**src/rtl/mem_stage_dmem_ctrl.sv**
```systemverilog
// MEM-stage data-memory controller.
// Takes the EX/MEM register outputs and runs each load/store over a req/ack
// bus. It stalls the upstream pipeline until the access finishes and drives
// the MEM/WB register consumed by write-back. It also flags misaligned word
// accesses and bus timeouts.
// Ports:
//   clk, reset (async, active-low)
//   *_mem          : EX/MEM register outputs (control, destination, address/result, store data)
//   dmem_*         : req/ack data-memory bus; req/we/addr/wdata registered
//   stall_mem      : combinational hold for IF/ID/EX/EX-MEM
//   *_wb           : MEM/WB register outputs
//   misalign_err   : one-cycle pulse on a misaligned memory access
//   bus_timeout    : one-cycle pulse when a request is abandoned
module mem_stage_dmem_ctrl #(
    parameter int unsigned TIMEOUT = 255
) (
    input  logic        clk,
    input  logic        reset,
    input  logic        MemWrite_mem,
    input  logic        MemToReg_mem,
    input  logic        RegWrite_mem,
    input  logic [4:0]  RegWriteAddr_mem,
    input  logic [31:0] ALUResult_mem,
    input  logic [31:0] MemWriteData_mem,
    output logic        dmem_req,
    output logic        dmem_we,
    output logic [31:0] dmem_addr,
    output logic [31:0] dmem_wdata,
    input  logic        dmem_ack,
    input  logic [31:0] dmem_rdata,
    output logic        stall_mem,
    output logic        RegWrite_wb,
    output logic [4:0]  RegWriteAddr_wb,
    output logic        MemToReg_wb,
    output logic [31:0] ReadData_wb,
    output logic [31:0] ALUResult_wb,
    output logic        misalign_err,
    output logic        bus_timeout
);

    localparam int unsigned CntW = 8;

    typedef enum logic [1:0] {IDLE, REQ, DONE} state_t;

    state_t          state, stateNext;
    logic [CntW-1:0] cnt;
    logic            timedOut;
    logic [31:0]     rdataQ;
    logic            memop, aligned;
    logic            startAccess, accessAck, accessAbort, misalign;

    assign memop   = MemWrite_mem | MemToReg_mem;
    assign aligned = (ALUResult_mem[1:0] == 2'b00);

    // State register
    always_ff @(posedge clk or negedge reset) begin
        if (!reset) state <= IDLE;
        else        state <= stateNext;
    end

    // Next state, stall and per-cycle access decisions
    always_comb begin
        stateNext   = state;
        stall_mem   = 1'b0;
        startAccess = 1'b0;
        accessAck   = 1'b0;
        accessAbort = 1'b0;
        misalign    = 1'b0;
        case (state)
            IDLE: begin
                if (memop) begin
                    if (aligned) begin
                        stall_mem   = 1'b1;
                        startAccess = 1'b1;
                        stateNext   = REQ;
                    end else begin
                        misalign    = 1'b1;
                    end
                end
            end
            REQ: begin
                stall_mem = 1'b1;
                // A late ack on the final cycle still counts as success
                if (dmem_ack) begin
                    accessAck = 1'b1;
                    stateNext = DONE;
                end else if (cnt == CntW'(TIMEOUT - 1)) begin
                    accessAbort = 1'b1;
                    stateNext   = DONE;
                end
            end
            DONE:    stateNext = IDLE;
            default: stateNext = IDLE;
        endcase
        // Never hold the pipeline while the block is in reset
        if (!reset) stall_mem = 1'b0;
    end

    // Bus request, cycle counter, captured read data and error pulses
    always_ff @(posedge clk or negedge reset) begin
        if (!reset) begin
            dmem_req     <= 1'b0;
            dmem_we      <= 1'b0;
            dmem_addr    <= 32'd0;
            dmem_wdata   <= 32'd0;
            cnt          <= '0;
            timedOut     <= 1'b0;
            rdataQ       <= 32'd0;
            misalign_err <= 1'b0;
            bus_timeout  <= 1'b0;
        end else begin
            if (startAccess) begin
                // Store wins when both store and load are flagged
                dmem_req   <= 1'b1;
                dmem_we    <= MemWrite_mem;
                dmem_addr  <= {ALUResult_mem[31:2], 2'b00};
                dmem_wdata <= MemWriteData_mem;
            end else if (accessAck || accessAbort) begin
                dmem_req   <= 1'b0;
            end

            if (state == REQ) cnt <= cnt + CntW'(1);
            else              cnt <= '0;

            if (accessAck) rdataQ <= dmem_rdata;

            if (accessAbort)        timedOut <= 1'b1;
            else if (state == IDLE) timedOut <= 1'b0;

            misalign_err <= misalign;
            bus_timeout  <= accessAbort;
        end
    end

    // MEM/WB register: bubble while stalled, retire otherwise
    always_ff @(posedge clk or negedge reset) begin
        if (!reset) begin
            RegWrite_wb     <= 1'b0;
            RegWriteAddr_wb <= 5'd0;
            MemToReg_wb     <= 1'b0;
            ReadData_wb     <= 32'd0;
            ALUResult_wb    <= 32'd0;
        end else if (stall_mem) begin
            RegWrite_wb <= 1'b0;
            MemToReg_wb <= 1'b0;
        end else if (state == DONE) begin
            RegWrite_wb     <= RegWrite_mem & ~timedOut;
            MemToReg_wb     <= MemToReg_mem & ~MemWrite_mem & ~timedOut;
            RegWriteAddr_wb <= RegWriteAddr_mem;
            ReadData_wb     <= rdataQ;
            ALUResult_wb    <= ALUResult_mem;
        end else begin
            // IDLE without an access: plain ALU op or a dropped misaligned access
            RegWrite_wb     <= RegWrite_mem & ~misalign;
            MemToReg_wb     <= 1'b0;
            RegWriteAddr_wb <= RegWriteAddr_mem;
            ALUResult_wb    <= ALUResult_mem;
        end
    end

endmodule

```
**config.mk**
```make
export PLATFORM = sky130hd
export DESIGN_NAME = mem_stage_dmem_ctrl
export DESIGN_NICKNAME = d
export VERILOG_FILES = /design/src/rtl/mem_stage_dmem_ctrl.sv
export SDC_FILE = /design/constraint.sdc
export NUM_CORES = 1
export LEC_CHECK = 0
export CORE_UTILIZATION = 45
export DETAILED_ROUTE_END_ITERATION = 16
export DONT_BUFFER_PORTS = 1
export PLACE_DENSITY = 0.59
export SLEW_MARGIN = 15
export SYNTH_ARGS = -nofsm -noshare
export SYNTH_HDL_FRONTEND = slang
export SYNTH_SLANG_ARGS = --single-unit
```
**constraint.sdc**
```tcl
create_clock -name clk -period 3.7 [get_ports clk]
set_input_delay 0.555 -clock clk [delete_from_list [all_inputs] [get_ports clk]]
set_output_delay 0.555 -clock clk [all_outputs]
set_load 0.02 [all_outputs]
```
* Word-level counts from Yosys, hierarchy flattened
Cells that the tools add are included.
Word-level totals: bits in read-only memories 0, latch bits 0, input bits 107, memories 0, word-level logic and storage cells 65, output and inout port bits 140, RAM bits 0, flip-flop bits (word level) 180
Operators by class: add/sub/neg operators 1, magnitude comparators 0, bitwise logic cells 9, divide/modulo/power cells 0, shift-type cells 0, multiply operators 0, equality and inequality tests 6, multiplexer cells 27, reduce and logical (&&, ||, !) cells 7
Operators with widths (number):
- 1-bit 2-to-1 mux | 20
- 8-bit by 1-bit adder with 8-bit output, second input constant | 1
- 8-bit == test, second input constant | 1
- 2-bit 2-to-1 mux | 4
- 8-bit 2-to-1 mux | 1
- 1-bit bitwise AND | 4
- 2-bit zero test | 2
- 2-bit inequality test, second input constant | 2
- 1-bit NOT | 4
- 2-bit one-hot mux with 2 select lines | 1
- 2-bit nonzero test | 2
- 3-bit inequality test, second input constant | 1
- 3-bit AND reduction | 1
- 2-bit by 1-bit == test with 1-bit output, second input constant | 1
- 2-bit == test, second input constant | 1
- 1-bit one-hot mux with 2 select lines | 1
- 2-bit AND reduction | 1
- 1-bit logical OR | 1
- 1-bit OR | 1

* Longest topological paths before layout
word-level depth 8, depth in mapped cells 6, depth with buffers taken out 5

* Worst setup path after synthesis
No wires, ideal clock.
kind input-to-output, start point input MemToReg_mem, end point output stall_mem, stages 4, required time 3.145 ns, slack 1.761 ns, buffers on the path 1, data arrival time 1.384 ns, path through or2_2 > clkbuf_1 > a21oi_1 > nor2_1
Between the ends: longest elaborated chain between the ends 4
Ends and longest elaborated chain:
- start: declaration | line 20 | input logic MemToReg_mem,
- 1-bit OR | line 52 | assign memop = MemWrite_mem | MemToReg_mem;
- 1-bit 2-to-1 mux | line 71 | if (memop) begin
- 1-bit one-hot mux with 2 select lines | line 69 | case (state)
- 1-bit 2-to-1 mux | line 96 | if (!reset) stall_mem = 1'b0;
- end: declaration | line 31 | output logic stall_mem,
No other way between the ends.

* Worst setup path in the final report
start point register state[0], end point output stall_mem
Between the ends: longest elaborated chain between the ends 3, elaborated cells between the ends (all ways) 4, those cells by class 1 x eq/ne; 2 x mux; 1 x reduce/logical
Ends and longest elaborated chain:
- start: declaration | line 45 | state_t state, stateNext;
- start signal: assignment | line 58 | else state <= stateNext;
- 2-bit by 1-bit == test with 1-bit output or 2-bit zero test (tied branches) | line 69
- 1-bit one-hot mux with 2 select lines (*) | line 69
- 1-bit 2-to-1 mux (*) | line 96
Every way passes the cells marked *; elsewhere a longest branch is shown, timed or not.

==> out/metrics.cfg <==
[logic_synthesis]
synth_warnings = 0
synth.mux.area_fraction = 0.180
synth-edff-count = 0
synth_compound_area_frac = 0.0596
asyncSetResetFlopFracSynth = 1.00
synth_top_flop_cell = dfrtp_1
syn-instance-count = 639
ys_types = 37
synth_seq_area_share = 0.570
syn_area_per_cell_um2 = 12.4
ys_ff_latch = 180
yosys.area_share.simple = 0.150
netlist_area_um2 = 7900
synth_xor_area_frac = 0.00333
synth_top_family_by_area = multiplexers
synth_fa_ha_area_frac = 0.00317

[status]
outcome = finished, violations left
violations = hold timing

[detailed_routing]
drc = 0
dr_total_vias = 5080
wl_um = 18700
firstDrtPassIters = 4
routedWlPerCell_um = 21.9
viasPerCell = 5.96
drtIter0Drc = 321
postRouteAntennaNets = 0

[power]
power.share.clock = 0.298
swShare = 0.349
power.total_uw = 6140
p_comb_frac = 0.132
p_leak_uw = 0.00365
p_seq_frac = 0.570
power.density_nw_per_um2 = 712
intPower_uw = 4000
p_switching_uw = 2140
ir_worst_vdd_uv = 370

[cells_and_area]
syn_to_final_growth_pct = 9.25
num-fill-cells = 1513
layout_common_cells = dfrtp_1, mux2_2, o21ai_0
final_common_cell = dfrtp_1
finalNetCount = 722
drive_gt1_frac = 0.280

[placement]
post-dp-hpwl_um = 11800
port_buffers = 0
globalplace.congestion = 0.750

[clock_tree]
cts_tree = built
path_clk_slew_ns = 0.07
post_cts_buffers = 0
insertion_delay_ns = 0.42
cts-resized-gates = 0
cts_made_buffers = 17
clock-root-buffer = clkbuf_16
h-tree-depth = 4
clockBufferDepth = 2
cts.sinks = 180

[sta]
maxSlewViolCount = 0
clock_skew_ns = 0.0128
finalSetupTns_ns = 0
rsz0062_at_grt = no
finalSetupViolCount = 0
max-slew-margin-rel = 0.314
worst_pin_slew_ns = 1.03
period_share = 0.667
period_needed_ns = 2.47
max_freq_mhz = 405
finalHoldViolations = 180
whs_ns = -0.172

[worst_setup_path]
reg2reg_to = dmem_addr[16]$_DFFE_PN0P_
start_kind = register
critPathKind = reg -> out
cp.required_ns = 3.14
reg2regPathDepth = 3
worstPathArrival_ns = 1.91
crit_end = stall_mem
startpoint = state[0]$_DFFE_PN0P_
end_kind = output port
worstPathMaxFanout = 77
reg2reg_slack_ns = 1.63
reg2reg_from = state[0]$_DFFE_PN0P_

[global_route]
antenna_found_initial = 1
grt_util_all_layers = 0.208
grt-ovfl-total = 0
grt_pass1_vias = 5409
grt_first_pass_wirelength_um = 29200
grt_max_degree = 219

[floorplan]
coreArea_um2 = 17200
placementRows = 48
start_util = 0.458
num_io_pins = 247
dieArea_um2 = 18100
die_y_um = 134
fp.dieW_um = 134

[run]
cap_violations = 0

[hold_path]
hp-class = in -> async

==> power by group through the flow <==
stage / combinational (uW) / clock [uW] / sequential, uW
global placement: 767 / 0 / 3520
floorplan: 710 / 0 / 3380
finish: 813 / 1830 / 3500
global route: 894 / 1960 / 3570
CTS: 822 / 1870 / 3520
detailed placement: 822 / 0 / 3550
==> worst min path at each step <==
stage	cells past startpoint	from	to	slack [ns]
after floorplan	0	reset	ALUResult_wb[0]$_DFFE_PN0N_	0.26
after global placement	0	reset	dmem_addr[21]$_DFFE_PN0P_	0.26
after detailed placement	0	reset	dmem_addr[19]$_DFFE_PN0P_	0.26
after CTS	0	reset	dmem_addr[19]$_DFFE_PN0P_	-0.19
after global routing	0	reset	dmem_addr[19]$_DFFE_PN0P_	-0.20
final	0	reset	dmem_addr[19]$_DFFE_PN0P_	-0.17
==> synth_stat cells, drive strengths merged, types with 7 or more instances <==
master	number	area [um2]
nor2b	37	231
nand2	7	26.3
buf	21	130
clkbuf	35	131
o21ai	44	220
nand3	39	195
a21oi	39	195
nand4	36	225
mux2	126	1420
dfrtp	180	4500
and4b	35	350
nor2	9	33.8
==> registers in the layout, summed over array words and instances (netlist names) <==
name,flops
rdataQ,32
MemToReg_wb,1
ReadData_wb,32
RegWriteAddr_wb,5
dmem_we,1
bus_timeout,1
misalign_err,1
timedOut,1
dmem_addr,30
dmem_wdata,32
RegWrite_wb,1
ALUResult_wb,32
cnt,8
state,2
dmem_req,1
==> metal layers <==
layer	routed length (um)	vias to the layer above	global-route usage
met3	1430	21	0.0683
met5	0	-	0
li1	-	2260	-
met1	7440	2614	0.249
met4	356	0	0.0780
met2	9460	185	0.351
==> through the flow <==
step	hold slack, ns	utilization	area, um2	std cells	worst slack [ns]
after floorplan	0.259	-	7900	640	1.76
after global placement	0.265	0.465	8020	819	1.40
after detailed placement	0.263	0.465	8020	819	1.33
after CTS	-0.193	0.501	8630	851	1.21
after global routing	-0.204	0.501	8630	852	1.10
final	-0.172	0.501	8630	852	1.23
==> cell type report <==
type / instances / area [um2] / share of cell area
flip-flops and latches: 180 / 4510 / 0.522
multi-input cells: 402 / 3150 / 0.365
clock buffers: 17 / 425 / 0.0493
well taps: 225 / 282 / 0.0326
clock inverters: 15 / 183 / 0.0212
repair buffers: 10 / 75.1 / 0.00870
inverters: 2 / 7.51 / 0.000870
diodes: 1 / 2.50 / 0.000290
==> critical path, stage by stage, from the launching register on <==
cell	delay (ns)
dfrtp_2	0.39
buf_4	0.58
a21oi_1	0.15
nor2_1	0.36
==> logic make-up after synthesis <==
kind of cell | count (synthesis)
AND/OR/NAND/NOR | 179
adder cells (fa/ha/maj) | 2
multiplexers | 126
AO/OA/AOI/OAI | 90
other | 1
buffers and inverters | 58
XOR/XNOR | 3
flip-flops | 180
Note: power is estimated with default switching activity, not from simulation.
